## src/rtl/paddle_ctrl.sv

```systemverilog
// Pong paddle position from debounced up/down levels: immediate step on press, per-frame auto-repeat after a hold delay.
// Latency: a request sampled at a clock edge updates paddle_y at that same edge; flags decode from registered state.
// Backpressure: none, inputs are levels and ticks consumed every cycle. Optional PADDLE_ACCEL_EN doubles the repeat step.
module paddle_ctrl #(
    parameter int Y_W          = 10,
    parameter int Y_MAX        = 480,
    parameter int PADDLE_H     = 64,
    parameter int Y_INIT       = 208,
    parameter int STEP         = 4,
    parameter int HOLD_FRAMES  = 8,
    parameter int ACCEL_FRAMES = 16
) (
    input  logic           clk,
    input  logic           rst,
    input  logic           up_clean,
    input  logic           down_clean,
    input  logic           frame_tick,
    output logic [Y_W-1:0] paddle_y,
    output logic           at_top,
    output logic           at_bottom,
    output logic           moving
);

    localparam int HC_W = (HOLD_FRAMES > 1) ? $clog2(HOLD_FRAMES) : 1;
    localparam logic [Y_W:0]    LIM_X   = (Y_W+1)'(Y_MAX - PADDLE_H);
    localparam logic [Y_W:0]    STEP_X  = (Y_W+1)'(STEP);
    localparam logic [HC_W-1:0] HC_LAST = HC_W'(HOLD_FRAMES - 1);

    typedef enum logic [2:0] {
        IDLE    = 3'd0,
        HOLD_UP = 3'd1,
        HOLD_DN = 3'd2,
        RPT_UP  = 3'd3,
        RPT_DN  = 3'd4
    } state_t;

    state_t          state, state_nxt;
    logic [HC_W-1:0] hold_cnt, hold_nxt;
    logic            dir_up, dir_dn;
    logic            do_up, do_dn;
    logic [Y_W:0]    y_x, step_x, y_up, y_dn;

    assign dir_up = up_clean & ~down_clean;
    assign dir_dn = down_clean & ~up_clean;

    always_ff @(posedge clk or posedge rst) begin
        if (rst) begin
            state    <= IDLE;
            hold_cnt <= '0;
        end else begin
            state    <= state_nxt;
            hold_cnt <= hold_nxt;
        end
    end

    always_comb begin
        state_nxt = state;
        hold_nxt  = hold_cnt;
        do_up     = 1'b0;
        do_dn     = 1'b0;
        case (state)
            IDLE: begin
                if (dir_up) begin
                    state_nxt = HOLD_UP;
                    do_up     = 1'b1;
                    hold_nxt  = '0;
                end else if (dir_dn) begin
                    state_nxt = HOLD_DN;
                    do_dn     = 1'b1;
                    hold_nxt  = '0;
                end
            end
            HOLD_UP: begin
                if (dir_up) begin
                    if (frame_tick) begin
                        if (hold_cnt == HC_LAST) begin
                            state_nxt = RPT_UP;
                            hold_nxt  = '0;
                        end else begin
                            hold_nxt = hold_cnt + 1'b1;
                        end
                    end
                end else if (dir_dn) begin
                    state_nxt = HOLD_DN;
                    do_dn     = 1'b1;
                    hold_nxt  = '0;
                end else begin
                    state_nxt = IDLE;
                    hold_nxt  = '0;
                end
            end
            HOLD_DN: begin
                if (dir_dn) begin
                    if (frame_tick) begin
                        if (hold_cnt == HC_LAST) begin
                            state_nxt = RPT_DN;
                            hold_nxt  = '0;
                        end else begin
                            hold_nxt = hold_cnt + 1'b1;
                        end
                    end
                end else if (dir_up) begin
                    state_nxt = HOLD_UP;
                    do_up     = 1'b1;
                    hold_nxt  = '0;
                end else begin
                    state_nxt = IDLE;
                    hold_nxt  = '0;
                end
            end
            RPT_UP: begin
                if (dir_up) begin
                    do_up = frame_tick;
                end else if (dir_dn) begin
                    state_nxt = HOLD_DN;
                    do_dn     = 1'b1;
                    hold_nxt  = '0;
                end else begin
                    state_nxt = IDLE;
                    hold_nxt  = '0;
                end
            end
            RPT_DN: begin
                if (dir_dn) begin
                    do_dn = frame_tick;
                end else if (dir_up) begin
                    state_nxt = HOLD_UP;
                    do_up     = 1'b1;
                    hold_nxt  = '0;
                end else begin
                    state_nxt = IDLE;
                    hold_nxt  = '0;
                end
            end
            default: begin
                state_nxt = IDLE;
                hold_nxt  = '0;
            end
        endcase
    end

`ifdef PADDLE_ACCEL_EN
    localparam int RC_W = $clog2(ACCEL_FRAMES + 1);
    localparam logic [RC_W-1:0] RC_MAX  = RC_W'(ACCEL_FRAMES);
    localparam logic [Y_W:0]    STEP2_X = (Y_W+1)'(2 * STEP);

    logic [RC_W-1:0] rpt_cnt, rpt_nxt;
    logic            rpt_step, in_rpt_nxt;

    assign rpt_step   = ((state == RPT_UP) & do_up) | ((state == RPT_DN) & do_dn);
    assign in_rpt_nxt = (state_nxt == RPT_UP) | (state_nxt == RPT_DN);

    // Saturates at ACCEL_FRAMES: every repeat step after that many uses the doubled size.
    always_comb begin
        rpt_nxt = rpt_cnt;
        if (!in_rpt_nxt) begin
            rpt_nxt = '0;
        end else if (rpt_step && (rpt_cnt != RC_MAX)) begin
            rpt_nxt = rpt_cnt + 1'b1;
        end
    end

    always_ff @(posedge clk or posedge rst) begin
        if (rst) begin
            rpt_cnt <= '0;
        end else begin
            rpt_cnt <= rpt_nxt;
        end
    end

    assign step_x = (rpt_cnt == RC_MAX) ? STEP2_X : STEP_X;
`else
    assign step_x = STEP_X;
`endif

    // One extra bit of headroom keeps both directions free of wrap before clamping.
    assign y_x = {1'b0, paddle_y};

    always_comb begin
        y_up = (y_x < step_x) ? '0 : (y_x - step_x);
        y_dn = y_x + step_x;
        if (y_dn > LIM_X) begin
            y_dn = LIM_X;
        end
    end

    always_ff @(posedge clk or posedge rst) begin
        if (rst) begin
            paddle_y <= Y_W'(Y_INIT);
        end else if (do_up) begin
            paddle_y <= y_up[Y_W-1:0];
        end else if (do_dn) begin
            paddle_y <= y_dn[Y_W-1:0];
        end
    end

    assign at_top    = (paddle_y == '0);
    assign at_bottom = (y_x == LIM_X);
    assign moving    = (state == RPT_UP) | (state == RPT_DN);

endmodule

```

## config.mk

```make
export PLATFORM = sky130hd
export DESIGN_NAME = paddle_ctrl
export DESIGN_NICKNAME = d
export VERILOG_FILES = /design/src/rtl/paddle_ctrl.sv
export SDC_FILE = /design/constraint.sdc
export NUM_CORES = 1
export LEC_CHECK = 0
export CAP_MARGIN = 0
export CORE_ASPECT_RATIO = 1.25
export CORE_MARGIN = 1
export CORE_UTILIZATION = 30
export DETAILED_ROUTE_END_ITERATION = 8
export PLACE_DENSITY_LB_ADDON = 0.12
export SYNTH_ARGS = -nofsm -noshare
export SYNTH_HDL_FRONTEND = slang
export SYNTH_SLANG_ARGS = --single-unit
```

## constraint.sdc

```tcl
create_clock -name clk -period 5.7 [get_ports clk]
set_input_delay 0.57 -clock clk [delete_from_list [all_inputs] [get_ports clk]]
set_output_delay 0.57 -clock clk [all_outputs]
set_load 0.01 [all_outputs]
```

; ---- Word-level counts from Yosys, hierarchy flattened
; Index checks and enable logic that the tools add are counted.
; Widths: inputs -> output; s select.
[totals]
ff_bits = 16
latch_bits = 0
ram_bits = 0
rom_bits = 0
input_bits = 5
output_inout_bits = 13
elab_cells = 67
n_memories = 0
[classes]
add_sub_neg = 3
n_mul = 0
div_mod_pow = 0
order_cmp = 2
eq_ne = 13
shifts = 0
muxes = 34
bitwise_logic = 5
n_reduce_logical = 7
[op_table]
columns = cell, n
row1 = $mux 3, 18
row2 = $mux 10, 4
row3 = $pmux 3 s5, 2
row4 = $ne 3x3->1 const B, 5
row5 = $add 10x3->11 const B, 1
row6 = $gt 11x9->1 const B, 1
row7 = $eq 10x9->1 const B, 1
row8 = $logic_not 10->1, 1
row9 = $lt 10x3->1 const B, 1
row10 = $sub 10x3->10 const B, 1
row11 = $mux 1, 7
row12 = $reduce_and 7->1, 1
row13 = $eq 3x2->1 const B, 2
row14 = $eq 3x3->1 const B, 2
row15 = $ne 2x2->1 const B, 2
row16 = $add 3x1->3 const B, 1
row17 = $eq 3x1->1 const B, 1
row18 = $logic_not 3->1, 1
row19 = $pmux 1 s3, 1
row20 = $reduce_and 3->1, 1
row21 = $reduce_or 3->1, 1
row22 = $and 1x1->1, 2
row23 = $mux 2, 1
row24 = $not 1->1, 2
row25 = other kinds (4), 4

; ---- Depth between registers and ports, before layout
[logic_depth]
ltp_word = 7
ltp_mapped = 9

; ---- Worst setup path after synthesis
; OpenSTA, ideal clock, no wires.
[synth_path]
path_type = register to register
startpoint = register paddle_y[2]
endpoint = register paddle_y[5]
setup_time_ns = 0.126
arrival_ns = 2.034
required_time_ns = 5.574
path_slack_ns = 3.540
stages_incl_launch_ff = 8
path_buffers = 0
period_less_slack_ns = 2.160
path_cell_list = dfrtp_1 -> ha_1 -> nand2b_2 -> or4_1 -> o311ai_1 -> a31oi_2 -> or2_0 -> a221o_1
[synth_between]
elab_chain_cells = 5
[synth_lines]
columns = item, line
row1 = start: declaration, 18  ; output logic [Y_W-1:0] paddle_y,
row2 = start signal: assignment, 189  ; paddle_y <= Y_W'(Y_INIT);
row3 = start signal: assignment, 191  ; paddle_y <= y_up[Y_W-1:0];
row4 = start signal: assignment, 193  ; paddle_y <= y_dn[Y_W-1:0];
row5 = $add 10x3->11, 181  ; y_dn = y_x + step_x;
row6 = $gt 11x9->1, 182  ; if (y_dn > LIM_X) begin
row7 = $mux 10, 182
row8 = $mux 10, 192  ; end else if (do_dn) begin
row9 = $mux 10 *, 190  ; end else if (do_up) begin
; Every way passes the cells marked *; elsewhere a longest branch is shown, timed or not. The select of a mux whose other input is x is not followed.
; A chain may end at the register's enable or synchronous reset.

; ---- Worst setup path in the final report
[layout_path]
startpoint = input port down_clean
endpoint = register paddle_y[3]
[layout_between]
elab_chain_cells = 6
[layout_lines]
columns = item, line
row1 = start: declaration, 16  ; input logic down_clean,
row2 = $not 1->1, 43  ; assign dir_up = up_clean & ~down_clean;
row3 = $and 1x1->1, 43
row4 = $mux 1, "63, 102, 126"
row5 = $mux 1, 93  ; if (dir_dn) begin
row6 = $pmux 1 s3, 61  ; case (state)
row7 = $mux 10 or $reduce_bool 2->1 (tied branches), n/a
; Several ways; a longest one is shown, not always the timed one.

==> impl_metrics.yaml <==
run_status:
  status: "completed"
cts:
  clk_latency_ns: 0.24
  cts_tree: "yes"
  clockBufferDepth: 2
  clkSinkCount: 14
  cts_resized: 0
  post_cts_buffers: 0
  cts_max_level: 1
  ctsHoldBuffers: 0
  cts_buffers: 3
  clk_pin_slew_ns: 0.06
  root_buffer: "clkbuf_8"
sta:
  clock_skew_ns: 0.00170
  tightest_slew_ns: 0.546
  slew_viol_final: 0
  setup_viol: 0
  rsz0062_at_grt: "false"
  max_freq_mhz: 385
  setup_tns_ns: 0
  final_hold_viol_count: 0
  timing.final.ws_setup_ns: 3.10
  fin_crit_sh_pct: 45.6
  slew_headroom_pct: 63.6
  min_period_ns: 2.60
global_routing:
  antenna_found_initial: 0
  grt_pass1_vias: 1157
  grt_max_degree: 15
  grt_pass1_wl_um: 5310
  grt_use_total_pct: 14.6
  grt.overflow.total: 0
floorplanning:
  start_util_pct: 31.8
  die_x_um: 61.2
  dieArea_um2: 4650
  rows: 26
  die_y_um: 76.0
  core_um2: 4130
  io_pins: 18
logic_synthesis:
  synth_edf_count: 0
  yosys.area.top_type_share_pct: 21.0
  syn_inst: 161
  seq_area_frac_synth_pct: 27.0
  ys_top_cells_by_count: "nor2_1 (17), nand2_1 (12), dfrtp_1 (11), inv_1 (11), o21ai_0 (11)"
  syn_avg_cell_area_um2: 8.16
  synth.distinct_cells: 50
  yosysWarnings: 0
  synthArstFlopShare_pct: 100
  syn_area_um2: 1310
  ys_ff_latch: 14
  yosysTopAreaCell: "dfrtp_1"
  synth.area.top_cells: "dfrtp_1 (21%), ha_1 (8.6%), dfstp_2 (6.0%)"
  synth_most_common_cell: "nor2_1"
  synthFlopType: "dfrtp_1"
placement:
  gp_congestion: 0.850
  dp_slack_ns: 2.87
  portBuffers: 15
  dpl.cell_count: 222
  dp_hpwl_um: 2400
power:
  total_leakage_power_nw: 0.606
  p_seq_share_pct: 32.6
  p_clk_share_pct: 12.9
  sw_frac_of_total_pct: 45.4
  vdd_drop_max_uv: 147
  finalPower_mw: 0.754
  power.switching_mw: 0.342
  power_density_nw_per_um2: 497
  pwr-share-comb_pct: 54.6
  intPower_mw: 0.411
critical_path:
  arrival_ns: 2.74
  required_ns: 5.84
  critPathKind: "primary input to register"
  cp-end-kind: "register"
  critPathLaunchType: "primary input"
  cp_max_fo: 13
drt:
  drt_iter0_drc: 66
  drcViolationCount: 0
  vias: 1211
  routed_wl_um: 3180
  wl_per_cell_um: 14.1
  antenna_left: 0
  routed_via_density: 5.36
  dr.pass1.iters: 4
layout:
  multi_input_comb_area_um2: 846
  fillCellCount: 460
  area_growth_pct: 15.4
  register_area_um2: 354
  nNetsFinal: 185
  drive_above_1_share_pct: 10.0
  final_cells: 226
  diodes: 0
hold_path:
  hold_path.class: "register to register"
job:
  cap_viol_max_count: 0
[stage by stage]
| step | utilization, % | hold slack (ns) | instance area (um^2) |
|---|---|---|---|
| CTS | 36.7 | 0.535 | 1520 |
| global route | 36.7 | 0.575 | 1520 |
| finish | 36.7 | 0.528 | 1520 |
| global placement | 35.4 | 0.514 | 1460 |
| detailed placement | 35.4 | 0.521 | 1460 |
| floorplan | - | 0.457 | 1320 |
[critical path, cell delays in order]
cell	delay (ns)
clkdlybuf4s50_1	0.51
inv_1	0.07
ha_1	0.23
nor2b_1	0.16
o21ai_0	0.15
o22a_1	0.40
o21bai_1	0.25
o32ai_1	0.16
a31o_2	0.23
[state kept, by name (all words and copies together) (netlist names)]
| signal | flops |
|---|---|
| paddle_y | 8 |
| hold_cnt | 3 |
| state | 3 |
[final timing paths]
kind	from	endpoint	slack, ns	cells after the start
max in group asynchronous	rst	paddle_y[6]	4.66	2
min in group asynchronous	rst	hold_cnt[1]	0.67	2
min reg2reg	hold_cnt[2]	hold_cnt[2]	0.53	2
min	hold_cnt[2]	hold_cnt[2]	0.53	2
max	down_clean	paddle_y[3]	3.10	9
max reg2reg	paddle_y[2]	paddle_y[5]	3.34	7
[layer usage]
metal / up-vias / share of wire [%] / track usage, %
met1: 575 / 44 / 18.4
met3: 6 / 3.2 / 1.19
met4: 0 / 2.0 / 6.14
met5: - / 0 / 0
li1: 596 / - / -
met2: 34 / 50 / 24.7
[cell usage in the layout (no fill, tap or decap), types with 3 or more instances in the layout]
cell             Yosys  layout
nand2_1             12      12
a21oi_1              8       8
clkdlybuf4s50_1      0      15
nand3_1              6       6
mux2i_1              5       5
dfrtp_1             11      11
a221o_1              3       3
nor2_1              17      17
nor3_1               4       4
o21ai_0             11      11
nor4_1               3       3
nand2b_1             6       6
dfstp_2              3       3
inv_1               11      11
o22ai_1              3       3
clkbuf_8             0       4
ha_1                 9       9
[power groups by stage]
stage | combinational, mW | clock, mW | sequential (mW)
after floorplan | 0.349 | 0 | 0.193
after global placement | 0.410 | 0 | 0.249
after detailed placement | 0.412 | 0 | 0.247
after CTS | 0.413 | 0.101 | 0.245
after global routing | 0.453 | 0.104 | 0.258
final | 0.411 | 0.0971 | 0.245
[area by class of cell]
cell class | instances | share of cell area [%]
Tap cell | 56 | 4.62
Clock buffer | 4 | 3.63
Sequential cell | 14 | 23.3
Multi-Input combinational cell | 126 | 55.8
Inverter | 11 | 2.72
Timing Repair Buffer | 15 | 9.90
[cell families (layout without fill, tap and decap cells)]
group                    after synthesis  after routing  share of synthesized area [%]
adder cells (fa/ha/maj)                9              9                           8.57
other                                  1              2                          0.285
multiplexers                           6              6                           4.67
AND/OR/NAND/NOR                       63             63                           24.9
flip-flops                            14             14                           27.0
AO/OA/AOI/OAI                         43             43                           23.7
buffers and inverters                 22             30                           8.95
XOR/XNOR                               3              3                           2.00
No activity file was read; power rests on OpenSTA's default activity.
